<file path="config.mk">
export PLATFORM = sky130hd
export DESIGN_NAME = text_buffer
export DESIGN_NICKNAME = d
export VERILOG_FILES = /design/src/rtl/text_buffer.sv
export SDC_FILE = /design/constraint.sdc
export NUM_CORES = 2
export LEC_CHECK = 0
export BUFFER_PORTS_ARGS = -buffer_cell sky130_fd_sc_hd__buf_2
export CELL_PAD_IN_SITES_DETAIL_PLACEMENT = 2
export CELL_PAD_IN_SITES_GLOBAL_PLACEMENT = 2
export CORE_ASPECT_RATIO = 1.2
export CORE_MARGIN = 2
export CORE_UTILIZATION = 45
export DETAILED_ROUTE_END_ITERATION = 10
export GPL_TIMING_DRIVEN = 0
export HOLD_SLACK_MARGIN = 0.08
export PLACE_DENSITY_LB_ADDON = 0.1
export SYNTH_ARGS = -nofsm -noshare
export SYNTH_HDL_FRONTEND = slang
export SYNTH_SLANG_ARGS = --single-unit
</file>
<file path="constraint.sdc">
create_clock -name pclk -period 17.2 [get_ports pclk]
set_input_delay 3.44 -clock pclk [delete_from_list [all_inputs] [get_ports pclk]]
set_output_delay 3.44 -clock pclk [all_outputs]
set_load 0.03 [all_outputs]
</file>
<file path="src/rtl/text_buffer.sv">
// Character-cell text buffer: 16x16 character RAM with a font-ROM read path
// for the overlay stage and a cursor-driven writer that honours CR/LF/BS/FF.
module text_buffer #(
  parameter logic [7:0] BLANK_CHAR     = 8'h20,
  parameter bit         CLEAR_ON_RESET = 1'b1
) (
  input  logic        pclk,
  input  logic        rst,
  input  logic [7:0]  char_xy,
  input  logic [3:0]  char_line,
  output logic [10:0] font_addr,
  input  logic [7:0]  font_data,
  output logic [7:0]  char_pixels,
  input  logic        wr_valid,
  input  logic [7:0]  wr_char,
  output logic        wr_ready,
  output logic [7:0]  cursor_xy,
  output logic        busy
);

  localparam logic [0:0] IDLE  = 1'b0;
  localparam logic [0:0] CLEAR = 1'b1;

  logic [0:0] state;
  logic [7:0] ram [256];
  logic [7:0] clr_addr;
  logic       accept;
  logic       printable;
  logic       we;
  logic [7:0] wa;
  logic [7:0] wd;

  // Handshake outputs are forced low during reset regardless of the state
  // the reset is steering towards.
  assign wr_ready  = (state == IDLE) && !rst;
  assign busy      = (state == CLEAR) && !rst;
  assign accept    = wr_valid && wr_ready;
  assign printable = (wr_char >= 8'h20) && (wr_char <= 8'h7E);

  always_comb begin
    we = 1'b0;
    wa = '0;
    wd = '0;
    if (busy) begin
      we = 1'b1;
      wa = clr_addr;
      wd = BLANK_CHAR;
    end else if (accept) begin
      if (printable) begin
        we = 1'b1;
        wa = cursor_xy;
        wd = wr_char;
      end else if (wr_char == 8'h08 && cursor_xy[3:0] != 4'd0) begin
        we = 1'b1;
        wa = {cursor_xy[7:4], cursor_xy[3:0] - 4'd1};
        wd = BLANK_CHAR;
      end
    end
  end

  always_ff @(posedge pclk) begin
    if (we) ram[wa] <= wd;
  end

  // Reading the array in the same edge as the write yields the old contents.
  always_ff @(posedge pclk) begin
    if (rst) font_addr <= '0;
    else     font_addr <= {ram[char_xy][6:0], char_line};
  end

  assign char_pixels = font_data;

  always_ff @(posedge pclk) begin
    if (rst) begin
      state     <= CLEAR_ON_RESET ? CLEAR : IDLE;
      cursor_xy <= '0;
      clr_addr  <= '0;
    end else begin
      case (state)
        IDLE: begin
          if (accept) begin
            case (wr_char)
              8'h0D: cursor_xy[3:0] <= 4'd0;
              8'h0A: cursor_xy[7:4] <= cursor_xy[7:4] + 4'd1;
              8'h08: if (cursor_xy[3:0] != 4'd0) cursor_xy[3:0] <= cursor_xy[3:0] - 4'd1;
              8'h0C: begin
                state     <= CLEAR;
                cursor_xy <= '0;
                clr_addr  <= '0;
              end
              // 8-bit increment gives column wrap into the next row and FF->00
              default: if (printable) cursor_xy <= cursor_xy + 8'd1;
            endcase
          end
        end
        default: begin
          clr_addr <= clr_addr + 8'd1;
          if (clr_addr == 8'hFF) state <= IDLE;
        end
      endcase
    end
  end

endmodule
</file>
==> results by stage <==
Critical path:
- The endpoint type of the worst setup path is a flip-flop.
- The critical path launch point type is an input port.
- The critical path arrival is a little under 10 ns.
- Along the worst path, the maximum fanout reaches 10.
- The data required time of the worst path is 17.89 ns.
- The worst setup path is of the in -> reg kind.

Timing:
- The worst-case headroom to the max-slew limit is -10.5%.
- Across the routed clock network, the largest skew measured is 0.0230 ns.
- The number of hold violations in the final report was 0.
- Setup total negative slack on the finished layout was measured at 0 ns.
- The highest clock rate is roughly 0.11 GHz.
- The fraction of the cycle the final worst path needs is around 53%.
- Setup repair after global routing left no endpoint under its margin.
- The worst path needs a little over 9 ns of the cycle, external delays included.
- Setup slack closes at 8.15 ns.
- At the pin with the least slew margin, the transition time is ~1.7 ns.
- The max-slew violation count is ~110.
- Setup violations remaining at the end of the flow were counted as 0.

Final layout:
- Once layout is complete, the utilization of the core stands at between 50 and 60%.
- The fraction of layout cells with a size suffix above 1 is between 20% and 30%.
- The synthesis-to-layout area growth is 14.2%.
- The number of nets in the layout is around 4.0k.
- Once layout is complete, the cells apart from fillers number ~6.2k.
- The fill cell total of the finished layout is roughly 14k.

Worst hold path:
- The class of the tightest hold or removal check is reg -> reg.

Floorplanning:
- The placeable core region is about 0.16 mm2.
- The die is about 440 um tall.
- After floorplanning, the core was divided into 160 placement rows.
- The horizontal die dimension is between 300 and 400 um.
- The initial core utilization is between 40 and 50%.
- The floorplan step defined a die boundary enclosing 0.163 mm2.
- The total I/O pin count is 60.

Global routing:
- The aggregate global routing overflow is 0.
- The maximum number of pins on one net before global-route repair is 89.
- Across every metal layer, demand over resource in global routing totals approximately two fifths.
- The number of antenna violations at the first check in global routing came to 36.
- The global-route wire length before repair is approximately 420000 um.
- The via count of the first global-routing pass is 44.2k.

Synthesis:
- The fraction of the yosys area taken by sequential cells is 75.7%.
- A synthesized cell averages approximately 20 um2.
- The area of the mapped netlist is 0.0718 mm2.
- The unique cell type count in the Yosys netlist is 80.
- In the synthesized netlist the async set-or-reset flop fraction comes to 0%.
- After technology mapping, the gate count stands at about 3.7k.
- The number of nets handed over by synthesis was 3690.
- After synthesis the netlist holds a flip-flop and latch count of about 1.8k.
- The number of flops mapped to enable cells by yosys is 1792.
- Among all flip-flop cells after synthesis, the most frequent one is edfxtp_1.
- For this run, the number of Yosys warnings is 0.

Job:
- The max-cap violation count is 13.

Routing:
- In this run, the number of DRC markers left after iteration 0 of detailed routing was about 7.2k.
- In the routed design, unresolved DRC markers number 0.
- The met2 wirelength from detailed routing is ~140000 um.
- The count of nets left with antenna violations once routing finished came out at 0.
- For this run, the detailed router's first-pass iteration total came to 5.
- The sum of routed wire length over all layers is 317000 um.
- The average detailed-routed wire length per instance is between 50 and 60 um.
- The highest metal layer with signal wires is met5.
- Summing over every cut layer, the via total after detailed routing is ~44k.
- The mean number of vias per cell is ~7.1.
- In the final routing, the length of wire on met1 measures approximately 110000 um.
- The met3 wirelength from detailed routing is ~36000 um.

Clocking:
- The number of setup buffers added after CTS is 0.
- The total clock buffers created by CTS is roughly 180.
- In this run the number of H-tree levels came out at 4.
- After clock tree synthesis, the flow added hold-fix buffers numbering 0.
- Clock-pin slew was measured on the worst setup and hold paths at roughly 0.060 ns.
- The clock tree from TritonCTS is done.
- The root cell of the clock tree is clkbuf_16.
- The number of gates resized after CTS was 0.
- In this run the deepest clock path goes through 3 buffers.
- For the worst-skew pair, the clock arrives at the later sink with an insertion delay of 0.87 ns.
- Counting every sink on the clock net gives between 1.5k and 2k.

Power:
- The maximum vdd drop is roughly 110 uV.
- For this design the static power due to leakage is 29.2 nW.
- The power density over the cells is 115 mW/mm2.

Placement:
- Routability-driven placement finished with a final weighted congestion of 1.06.
- The number of input and output port buffers inserted is 47.
- Counting tap cells, the placed design contains a total of 5853 instances.
- The worst slack at placement is 7.66 ns.
- Summed over all nets, the half-perimeter wirelength after detailed placement is about 220000 um.

Status:
- The flow ran to the end, but the final reports show violations.
- The final reports fail on capacitance limit, slew limit.
-- state kept, by name (all words and copies together) (netlist names) --
| signal | cells |
|---|---|
| clr_addr | 8 |
| cursor_xy | 8 |
| font_addr | 11 |
| ram | 1792 |
| state | 1 |
-- synthesized netlist by cell type, types with 21 or more instances --
cell type  count  area share (%)
a211oi_1      32            0.33
a21oi_1       33            0.23
buf_2         21            0.15
dfxtp_1       28            0.78
nor2_1       285             1.5
o21ai_0       68            0.47
edfxtp_1    1792              75
nand2_1       88            0.46
mux4_2       379              12
mux2i_1      184             2.6
clkbuf_1     130            0.68
buf_4         63            0.66
nor3_1        78            0.54
o221ai_1      31            0.38
o22ai_1       81            0.71
nor4_1        22            0.19
nand4_1       27            0.24
-- per-layer routing --
| layer | vias to the layer above | track usage [%] |
|---|---|---|
| li1 | 15700 | - |
| met1 | 23600 | 48.9 |
| met2 | 3497 | 58.9 |
| met3 | 962 | 10.5 |
| met4 | 16 | 27.5 |
| met5 | - | 0 |
-- through the flow --
step                      power, W  hold WS, ns  instance area, um2
after floorplan            0.00510        0.490               71800
after global placement     0.00535        0.530               74700
after detailed placement   0.00535        0.545               75900
after CTS                  0.00943        0.554               81900
after global routing       0.00957        0.571               82000
final                      0.00945        0.549               82000
-- worst max-delay path, cell delays in order --
cell and delay (ns):
clkbuf_1 0.77, clkbuf_1 0.87, clkbuf_1 1.24, clkbuf_1 0.86, clkbuf_1 0.98, a211oi_1 0.20, nor3_1 0.38, nand4_1 0.30
o22ai_1 0.62
-- path summary, 6_finish.rpt --
check	start	slack [ns]	to	cells after the start
max	char_xy[2]	8.15	font_addr[10]	9
max reg2reg	cursor_xy[0]	11.22	ram[98][0]	9
min	cursor_xy[7]	0.55	cursor_xy[7]	2
min reg2reg	cursor_xy[7]	0.55	cursor_xy[7]	2
-- layout by cell type (no fill, tap or decap), types with 15 or more instances in the layout --
cell       count
dfxtp_1       28
clkbuf_16    186
a2111oi_0     15
a211oi_1      32
a21oi_1       33
nor3_1        70
o221ai_1      31
clkbuf_1     122
nand3_1       19
nand4_1       27
o32ai_1       15
a22oi_1       20
o21ai_0       66
mux2i_1      184
buf_2         73
nor2_1       284
o22ai_1       81
nor4_1        22
nand2_1       88
buf_16        24
buf_4         67
buf_12        17
mux4_2       379
bufinv_16     21
edfxtp_1    1792
clkinv_2      32
clkbuf_2      40
clkinv_1      38
and2_1        16
or3_1         18
-- area by class of cell --
type                            instances  area, um2  share of cell area [%]
Sequential cell                      1820      54400                    66.3
Multi-Input combinational cell       1589      16300                    19.9
Clock buffer                          223       4840                    5.91
Tap cell                             2106       2640                    3.21
Buffer                                237       1290                    1.57
Timing Repair Buffer                   94       1280                    1.57
Clock inverter                        114       1210                    1.47
Inverter                                9       33.8                  0.0412
Antenna cell                           10       25.0                  0.0305
-- logic make-up after synthesis --
family          synth area share, %
simple gates                   4.35
flops                          75.7
mux                            14.6
compound gates                 3.52
fa+ha+maj                    0.0697
buf+inv                        1.76
-- report_power, final --
group,internal (W),leakage (nW),switching [W]
clock,0.00233,2.95,0.00185
combinational,0.000113,6.26,0.000353
sequential,0.00481,20.0,0.00000295
total,0.00725,29.2,0.00220
Note: power is estimated with default switching activity, not from simulation.
